**src/rtl/spi_master_cfg.sv**
```systemverilog
// spi_master_cfg: SPI master with configurable word width, runtime CPOL/CPHA, multiple chip selects
// and a clk-domain SCLK divider; sclk is a registered output, no derived clocks.
module spi_master_cfg #(
   parameter int DATA_W   = 32,
   parameter int CLK_DIV  = 25,
   parameter int NUM_CS   = 1,
   parameter int CS_SEL_W = 3
) (
   input  logic                clk,
   input  logic                rst,
   input  logic                start,
   input  logic [DATA_W-1:0]   tx_data,
   input  logic [1:0]          mode,
   input  logic [CS_SEL_W-1:0] cs_sel,
   output logic [DATA_W-1:0]   rx_data,
   output logic                busy,
   output logic                done,
   output logic                sclk,
   output logic                mosi,
   input  logic                miso,
   output logic [NUM_CS-1:0]   cs_n
);
   localparam int DIV_W = $clog2(CLK_DIV + 1);
   localparam int HP_W  = $clog2(2 * DATA_W + 1);
   localparam logic [DIV_W-1:0] DIV_LAST = DIV_W'(CLK_DIV - 1);
   localparam logic [HP_W-1:0]  HP_LAST  = HP_W'(2 * DATA_W - 1);

   typedef enum logic [1:0] {IDLE, SETUP, XFER, HOLD} state_t;

   state_t            state_q, state_d;
   logic [DIV_W-1:0]  div_q, div_d;
   logic [HP_W-1:0]   hp_q, hp_d;
   logic [DATA_W-1:0] sh_q, sh_d, rx_q, rx_d;
   logic [1:0]        mode_q, mode_d;
   logic [NUM_CS-1:0] cs_n_q, cs_n_d, cs_dec;
   logic              busy_q, busy_d, done_q, done_d, sclk_q, sclk_d, mosi_q, mosi_d;
   logic              accept, tick, leading, sample, drive;

   // out-of-range cs_sel decodes to no select at all
   always_comb begin
      cs_dec = '1;
      for (int i = 0; i < NUM_CS; i++)
         if (cs_sel == CS_SEL_W'(i)) cs_dec[i] = 1'b0;
   end

   assign accept  = start && !busy_q;
   assign tick    = state_q != IDLE && div_q == DIV_LAST;
   assign leading = !hp_q[0];
   // one shift register both serialises tx and collects rx
   assign sample  = state_q == XFER && tick && (leading ^ mode_q[0]);
   assign drive   = state_q == XFER && tick && (mode_q[0] ? leading : !leading && hp_q != HP_LAST);

   always_comb begin
      state_d = state_q;
      div_d   = state_q == IDLE || tick ? '0 : div_q + DIV_W'(1);
      hp_d    = hp_q;
      sh_d    = sample ? {sh_q[DATA_W-2:0], miso} : sh_q;
      rx_d    = rx_q;
      mode_d  = mode_q;
      cs_n_d  = cs_n_q;
      busy_d  = done_q ? 1'b0 : busy_q;
      done_d  = 1'b0;
      sclk_d  = state_q == IDLE ? mode_q[1] : state_q == XFER && tick ? !sclk_q : sclk_q;
      mosi_d  = drive ? sh_q[DATA_W-1] : mosi_q;
      case (state_q)
         IDLE: if (accept) begin
            state_d = SETUP;
            hp_d    = '0;
            mode_d  = mode;
            sh_d    = tx_data;
            cs_n_d  = cs_dec;
            busy_d  = 1'b1;
            sclk_d  = mode[1];
            mosi_d  = mode[0] ? mosi_q : tx_data[DATA_W-1];
         end
         SETUP: if (tick) state_d = XFER;
         XFER: if (tick) begin
            state_d = hp_q == HP_LAST ? HOLD : XFER;
            hp_d    = hp_q == HP_LAST ? '0 : hp_q + HP_W'(1);
         end
         HOLD: if (tick) begin
            state_d = IDLE;
            cs_n_d  = '1;
            rx_d    = sh_q;
            done_d  = 1'b1;
         end
         default: state_d = IDLE;
      endcase
   end

   always_ff @(posedge clk or posedge rst)
      if (rst) begin
         state_q <= IDLE;
         div_q   <= '0;
         hp_q    <= '0;
         sh_q    <= '0;
         rx_q    <= '0;
         mode_q  <= '0;
         cs_n_q  <= '1;
         busy_q  <= 1'b0;
         done_q  <= 1'b0;
         sclk_q  <= 1'b0;
         mosi_q  <= 1'b0;
      end else begin
         state_q <= state_d;
         div_q   <= div_d;
         hp_q    <= hp_d;
         sh_q    <= sh_d;
         rx_q    <= rx_d;
         mode_q  <= mode_d;
         cs_n_q  <= cs_n_d;
         busy_q  <= busy_d;
         done_q  <= done_d;
         sclk_q  <= sclk_d;
         mosi_q  <= mosi_d;
      end

   assign rx_data = rx_q;
   assign busy    = busy_q;
   assign done    = done_q;
   assign sclk    = sclk_q;
   assign mosi    = mosi_q;
   assign cs_n    = cs_n_q;
endmodule
```
**config.mk**
```make
export PLATFORM = sky130hd
export DESIGN_NAME = spi_master_cfg
export DESIGN_NICKNAME = d
export VERILOG_FILES = /design/src/rtl/spi_master_cfg.sv
export SDC_FILE = /design/constraint.sdc
export NUM_CORES = 1
export LEC_CHECK = 0
export BUFFER_PORTS_ARGS = -buffer_cell sky130_fd_sc_hd__buf_2
export CAP_MARGIN = 0
export CORE_MARGIN = 3
export CORE_UTILIZATION = 49
export DETAILED_ROUTE_END_ITERATION = 16
export GPL_TIMING_DRIVEN = 0
export PLACE_DENSITY = 0.76
export SLEW_MARGIN = 20
export SYNTH_ARGS = -nofsm -noshare
export SYNTH_HDL_FRONTEND = slang
export SYNTH_SLANG_ARGS = --single-unit
```
**constraint.sdc**
```tcl
create_clock -name clk -period 2.9 [get_ports clk]
set_input_delay 0.58 -clock clk [delete_from_list [all_inputs] [get_ports clk]]
set_output_delay 0.58 -clock clk [all_outputs]
set_load 0.02 [all_outputs]
```
After elaboration in Yosys (flattened, before gate mapping)

Index checks and enable logic that the tools add are counted.

Flip-flop bits (word level): 85

Equal/unequal tests: 11
Muxes and demuxes: 32
Reductions and logical operators: 20
$add $sub $neg: 2
Bitwise logic cells: 1

Operators with widths:

| cell                  | number |
|---|---|
| $mux W32              | 3 |
| $mux W7               | 3 |
| $mux W1               | 18 |
| $pmux W7 S2           | 1 |
| $mux W2               | 4 |
| $ne A2 B2 Y1 const B  | 4 |
| $pmux W2 S4           | 1 |
| $add A7 B1 Y7 const B | 1 |
| $eq A7 B6 Y1 const B  | 1 |
| $ne A7 B6 Y1 const B  | 1 |
| $logic_and A1 B1 Y1   | 6 |
| $reduce_and A3 Y1     | 2 |
| $reduce_bool A2 Y1    | 3 |
| $add A5 B1 Y5 const B | 1 |
| $eq A5 B5 Y1 const B  | 1 |
| $mux W5               | 1 |
| $eq A2 B2 Y1 const B  | 2 |
| $reduce_and A2 Y1     | 2 |
| $reduce_and A4 Y1     | 1 |
| $logic_not A1 Y1      | 3 |
| $logic_not A3 Y1      | 1 |
| $ne A3 B3 Y1 const B  | 1 |
| $eq A2 B1 Y1 const B  | 1 |
| $logic_not A2 Y1      | 1 |
| 3 further kinds       | 3 |

Logic depth before layout (Yosys ltp)

Word-level depth: 7
Depth in mapped cells: 8
Depth with buffers taken out: 6

Worst setup path before layout

OpenSTA, ideal clock, no wires.

Path type: reg2reg
Start: register state_q[0]
End: register mosi_q, in the netlist mosi
Clock period less this slack: 1.861 ns
Library setup time: 0.120 ns
Data arrival time: 1.742 ns
Setup slack: 1.039 ns
Stages on the path, launching flop included: 8
Buffers on the path: 1
Cells stage by stage: dfrtp_1 > inv_1 > ha_1 > buf_2 > nand2b_4 > or2_4 > or4_1 > and3_1

Word-level cells in the longest chain between the ends: 7
Elaborated cells on any way between the ends: 10

Ends and longest elaborated chain:

| element                          | RTL line | source |
|---|---|---|
| from (decl)                      | 30       | `state_t state_q, state_d;` |
| from (signal assigned)           | 105      | `state_q <= state_d;` |
| $reduce_bool A2 Y1               | 47       | `assign tick = state_q != IDLE && div_q == DIV_LAST;` |
| $logic_and A1 B1 Y1              | 47       |  |
| $logic_and A1 B1 Y1 (2 in a row) | 51       | `assign drive = state_q == XFER && tick && (mode_q[0] ? leading : !leading && hp_q != HP_LAST);` |
| $mux W1                          | 64       | `mosi_d = drive ? sh_q[DATA_W-1] : mosi_q;` |
| $mux W1                          | 66       | `IDLE: if (accept) begin` |
| $mux W1                          | 65       | `case (state_q)` |
| to (signal assigned)             | 115      | `mosi_q <= mosi_d;` |
| to (decl)                        | 36       | `logic busy_q, busy_d, done_q, done_d, sclk_q, sclk_d, mosi_q, mosi_d;` |

Several ways; a longest one is shown, not always the timed one.
A chain may end at the register's enable or synchronous reset.

Worst setup path in the final report

Start: register div_q[0]
End: register rx_q[31], in the netlist rx_data[31]

Word-level cells in the longest chain between the ends: 3

Ends and longest elaborated chain:

| element                     | RTL line | source |
|---|---|---|
| from (decl)                 | 31       | `logic [DIV_W-1:0] div_q, div_d;` |
| from (signal assigned)      | 106      | `div_q <= div_d;` |
| $eq A5 B5 Y1                | 47       |  |
| $logic_and A1 B1 Y1         | 47       |  |
| $reduce_and A2 Y1 (no line) | --       |  |
| to (signal assigned)        | 109      | `rx_q <= rx_d;` |
| to (decl)                   | 33       | `logic [DATA_W-1:0] sh_q, sh_d, rx_q, rx_d;` |

No other way between the ends.

==> results.md <==
| Metric | This run |
|:---|:---|
| Run status | complete, no violations |
| Area fraction of the dominant cell type after synthesis | 0.553 |
| Leading register cell type out of synthesis | dfrtp_1 |
| Total power divided by cell area | 461 nW/um2 |
| Maximum ir drop on the vdd rail | 0.000258 V |
| Starting utilization of the core area | 0.515 |
| Number of sinks on the clock net | 85 |
| Wire length of the first global-routing pass | 13,100 um |
| Post-place instance area | 4340 um2 |
| Number of buffers created by CTS | 9 |
| Tmin final | 2.14 ns |
| Post-DR wirelength/cell | 15.6 um |
| YS warnings | 0 |
| Sequential standard cell area | 2130 um2 |
| Post-CTS Setup Repair Bufs | 0 |
| Antenna cells | 0 |
| Cell area after layout | 4540 um2 |
| #FFs+latches synth | 85 |
| Total of cells resized after clock tree synthesis | 0 |
| Final Hold Fails | 0 |
| Critical path, cell by cell | inv_1, ha_1, nand4b_4, nor2_1, and2_1, buf_2, buf_4, mux2_2 |
| Via count of the first global-routing pass | 2,668 |
| Worst min-delay path category | in2async |
| Core ar. | 7370 um2 |
| Cells on worst reg2reg path | 8 |
| H-tree lvl count | 3 |
| Crit-path leading delay family | simple AND/OR/NAND/NOR gates |
| Multi-input combinational cell area | 1520 um2 |
| Maximum fanout count along the critical path | 10 |
| Netlist cell types | 41 |
| Leak Pwr | 0.00239 uW |
| Launching point of the worst reg2reg path | div_q[0] |
| Total Die Area | 8840 um2 |
| Setup clock skew after layout | 0.00846 ns |
| Max-Cap Viols | 0 |
| Final global-route overflow total | 0 |
| Most area-consuming cells after synthesis | dfrtp_1, mux2_2, a221o_1, nor2_1, nand2_1 |
| TritonCTS clock tree | yes |
| Final layout net count | 462 |
| Global router's overall resource usage | 0.194 |
| Cell with the largest stage delay on the worst path | dfrtp_1 |
| DRC viols | 0 |
| Std-Cell Rows | 31 |
| Maximum buffer depth of the clock tree | 2 |
| DR vias | 2,788 |
| # fillers | 622 |
| Post-synthesis async set-or-reset flop share | 1.00 |
| Most numerous cell types in the synthesized netlist | dfrtp_1, nor2_1, nand2_1 |
| Arrival time of the worst setup path | 2.38 ns |
| Critical Path End Type | flop |
| R2R Setup Slk | 0.76 ns |
| Pin count of the biggest net entering global routing | 49 |
| Count of flip-flops with a built-in enable after synthesis | 0 |
| Unrepaired setup endpoints after global routing | false |
| Root Driver | clkbuf_8 |
| Drt first pass iters | 5 |
| Top-level I/O count | 78 |
| Horizontal die dimension | 94.0 um |
| Area delta synth->final | 19.5% |
| Total power of the final layout | 2090 uW |
| Final clock period utilization by the worst path | 0.739 |
| Setup-violating endpoint count in the final report | 0 |
| Slew Viols, Final | 0 |
| Worst hold slack across all endpoints | 0.259 ns |
| Transition time at the pin with the least slew margin | 0.537 ns |
| Detailed-route wire length | 8060 um |
| Required time worst endpoint | 3.14 ns |
| Quantity of hold-fixing buffers added after cts | 0 |
| Height of the die | 94.0 um |
| DRT iter0 DRCs | 122 |
| Detail-routed via count per cell | 5.39 |
| Largest area contributor in the netlist | dfrtp_1 |
| Fraction of the yosys area taken by sequential cells | 0.560 |
| Clock-pin slew on the worst setup and hold paths | 0.09 ns |
| Number of nets in the synthesized netlist | 373 |
| WS Path Type | reg2reg |
| Number of antenna violations at the first check in global routing | 0 |
| Skew-Pair Late Insertion Delay | 0.35 ns |
| Max-Slew Margin vs Limit | 0.642 |
| Port Buf Inserts | 77 |
| Element type at the critical path start | flop |
| Global placer's final weighted congestion | 0.826 |
| Crit Reg-Reg Endpoint | rx_data[31] |
| Synthesized instance count | 324 |
| WP buf/inv | 3 |
| Highest achievable clock rate | 467 MHz |
| Most common cell in the netlist | dfrtp_1 |
| Sum of net half-perimeters after detailed placement | 5880 um |
| Routed Antenna Nets | 0 |
| Netlist area before placement | 3800 um2 |
| Slowest cell delay on critical path | 0.41 ns |
| Mean post-synth cell area | 11.7 um2 |
| Share of layout cells above drive strength 1 | 0.356 |
## metrics by stage
step           TNS (ns)   util  instances  setup WS (ns)
6_report              0  0.616        517          0.758
5_1_grt               0  0.616        517          0.640
4_1_cts               0  0.616        517          0.738
3_5_place_dp          0  0.589        501          0.739
3_3_place_gp     -71.89  0.585        500         -0.861
2_1_floorplan         0      -        324          0.128
## flip-flops by register name, indices dropped and copies added, names as in the netlist
register and cells:
hp_q 7, mosi 1, mode_q 2, done 1, sclk 1, cs_n 1, state_q 2, sh_q 32
rx_data 32, div_q 5, busy 1
## worst register-to-register path, cell delays in order, from the launching register on
cell and delay, ns:
dfrtp_1 0.41, inv_1 0.07, ha_1 0.20, nand4b_4 0.18, nor2_1 0.23, and2_1 0.18, buf_2 0.19, buf_4 0.23
mux2_2 0.35
## cells by family (layout without fill, tap and decap cells)
| kind of cell | count (synthesis) | in the layout | synth area share |
|---|---|---|---|
| xor+xnor | 5 | 5 | 0.0115 |
| mux | 40 | 40 | 0.117 |
| simple gates | 107 | 107 | 0.132 |
| fa+ha+maj | 8 | 8 | 0.0264 |
| buf+inv | 29 | 123 | 0.0405 |
| flops | 85 | 85 | 0.560 |
| compound gates | 50 | 50 | 0.112 |
## how the worst max path moves through the flow
stage	from	endpoint	slack [ns]	depth (start not counted)
final	div_q[0]	rx_data[31]	0.76	8
after floorplan	rst	busy	0.13	1
after global placement	rst	rx_data[19]	-0.86	2
after detailed placement	div_q[0]	rx_data[0]	0.74	8
after global routing	state_q[0]	rx_data[1]	0.64	8
after CTS	div_q[0]	rx_data[31]	0.74	8
## cell usage in the layout (no fill, tap or decap), types with 3 or more instances in the layout
master     n
buf_2     86
dfrtp_1   84
nor2_1    44
nand2_1   39
mux2_2    34
a221o_1   30
clkbuf_8   9
o21ai_0    8
inv_1      8
ha_1       8
mux2i_1    6
clkbuf_1   5
inv_6      4
buf_4      3
nand3_1    3
nand2b_1   3
nor2b_1    3
xor2_1     3
buf_6      3
## cell type report
class,instances,area share
sequential,85,0.469
multi-input combinational,210,0.334
timing repair buffer,78,0.0909
clock buffer,9,0.0273
tap,99,0.0273
buffer,20,0.0265
clock inverter,7,0.0174
inverter,9,0.00799
## per-layer routing
layer / part of all wire / GRT usage / wire length, um / up-vias
met5: 0 / 0 / 0 / -
met4: 0.018 / 0.0854 / 144 / 0
met3: 0.065 / 0.0433 / 527 / 11
met2: 0.45 / 0.287 / 3610 / 93
met1: 0.47 / 0.275 / 3780 / 1348
li1: - / - / - / 1336
## where the power goes
group	total, uW	switching [uW]	internal (uW)
combinational	57.5	33.5	24.0
clock	852	441	410
sequential	1180	0	1180
Power figures use the tool's default switching activity.
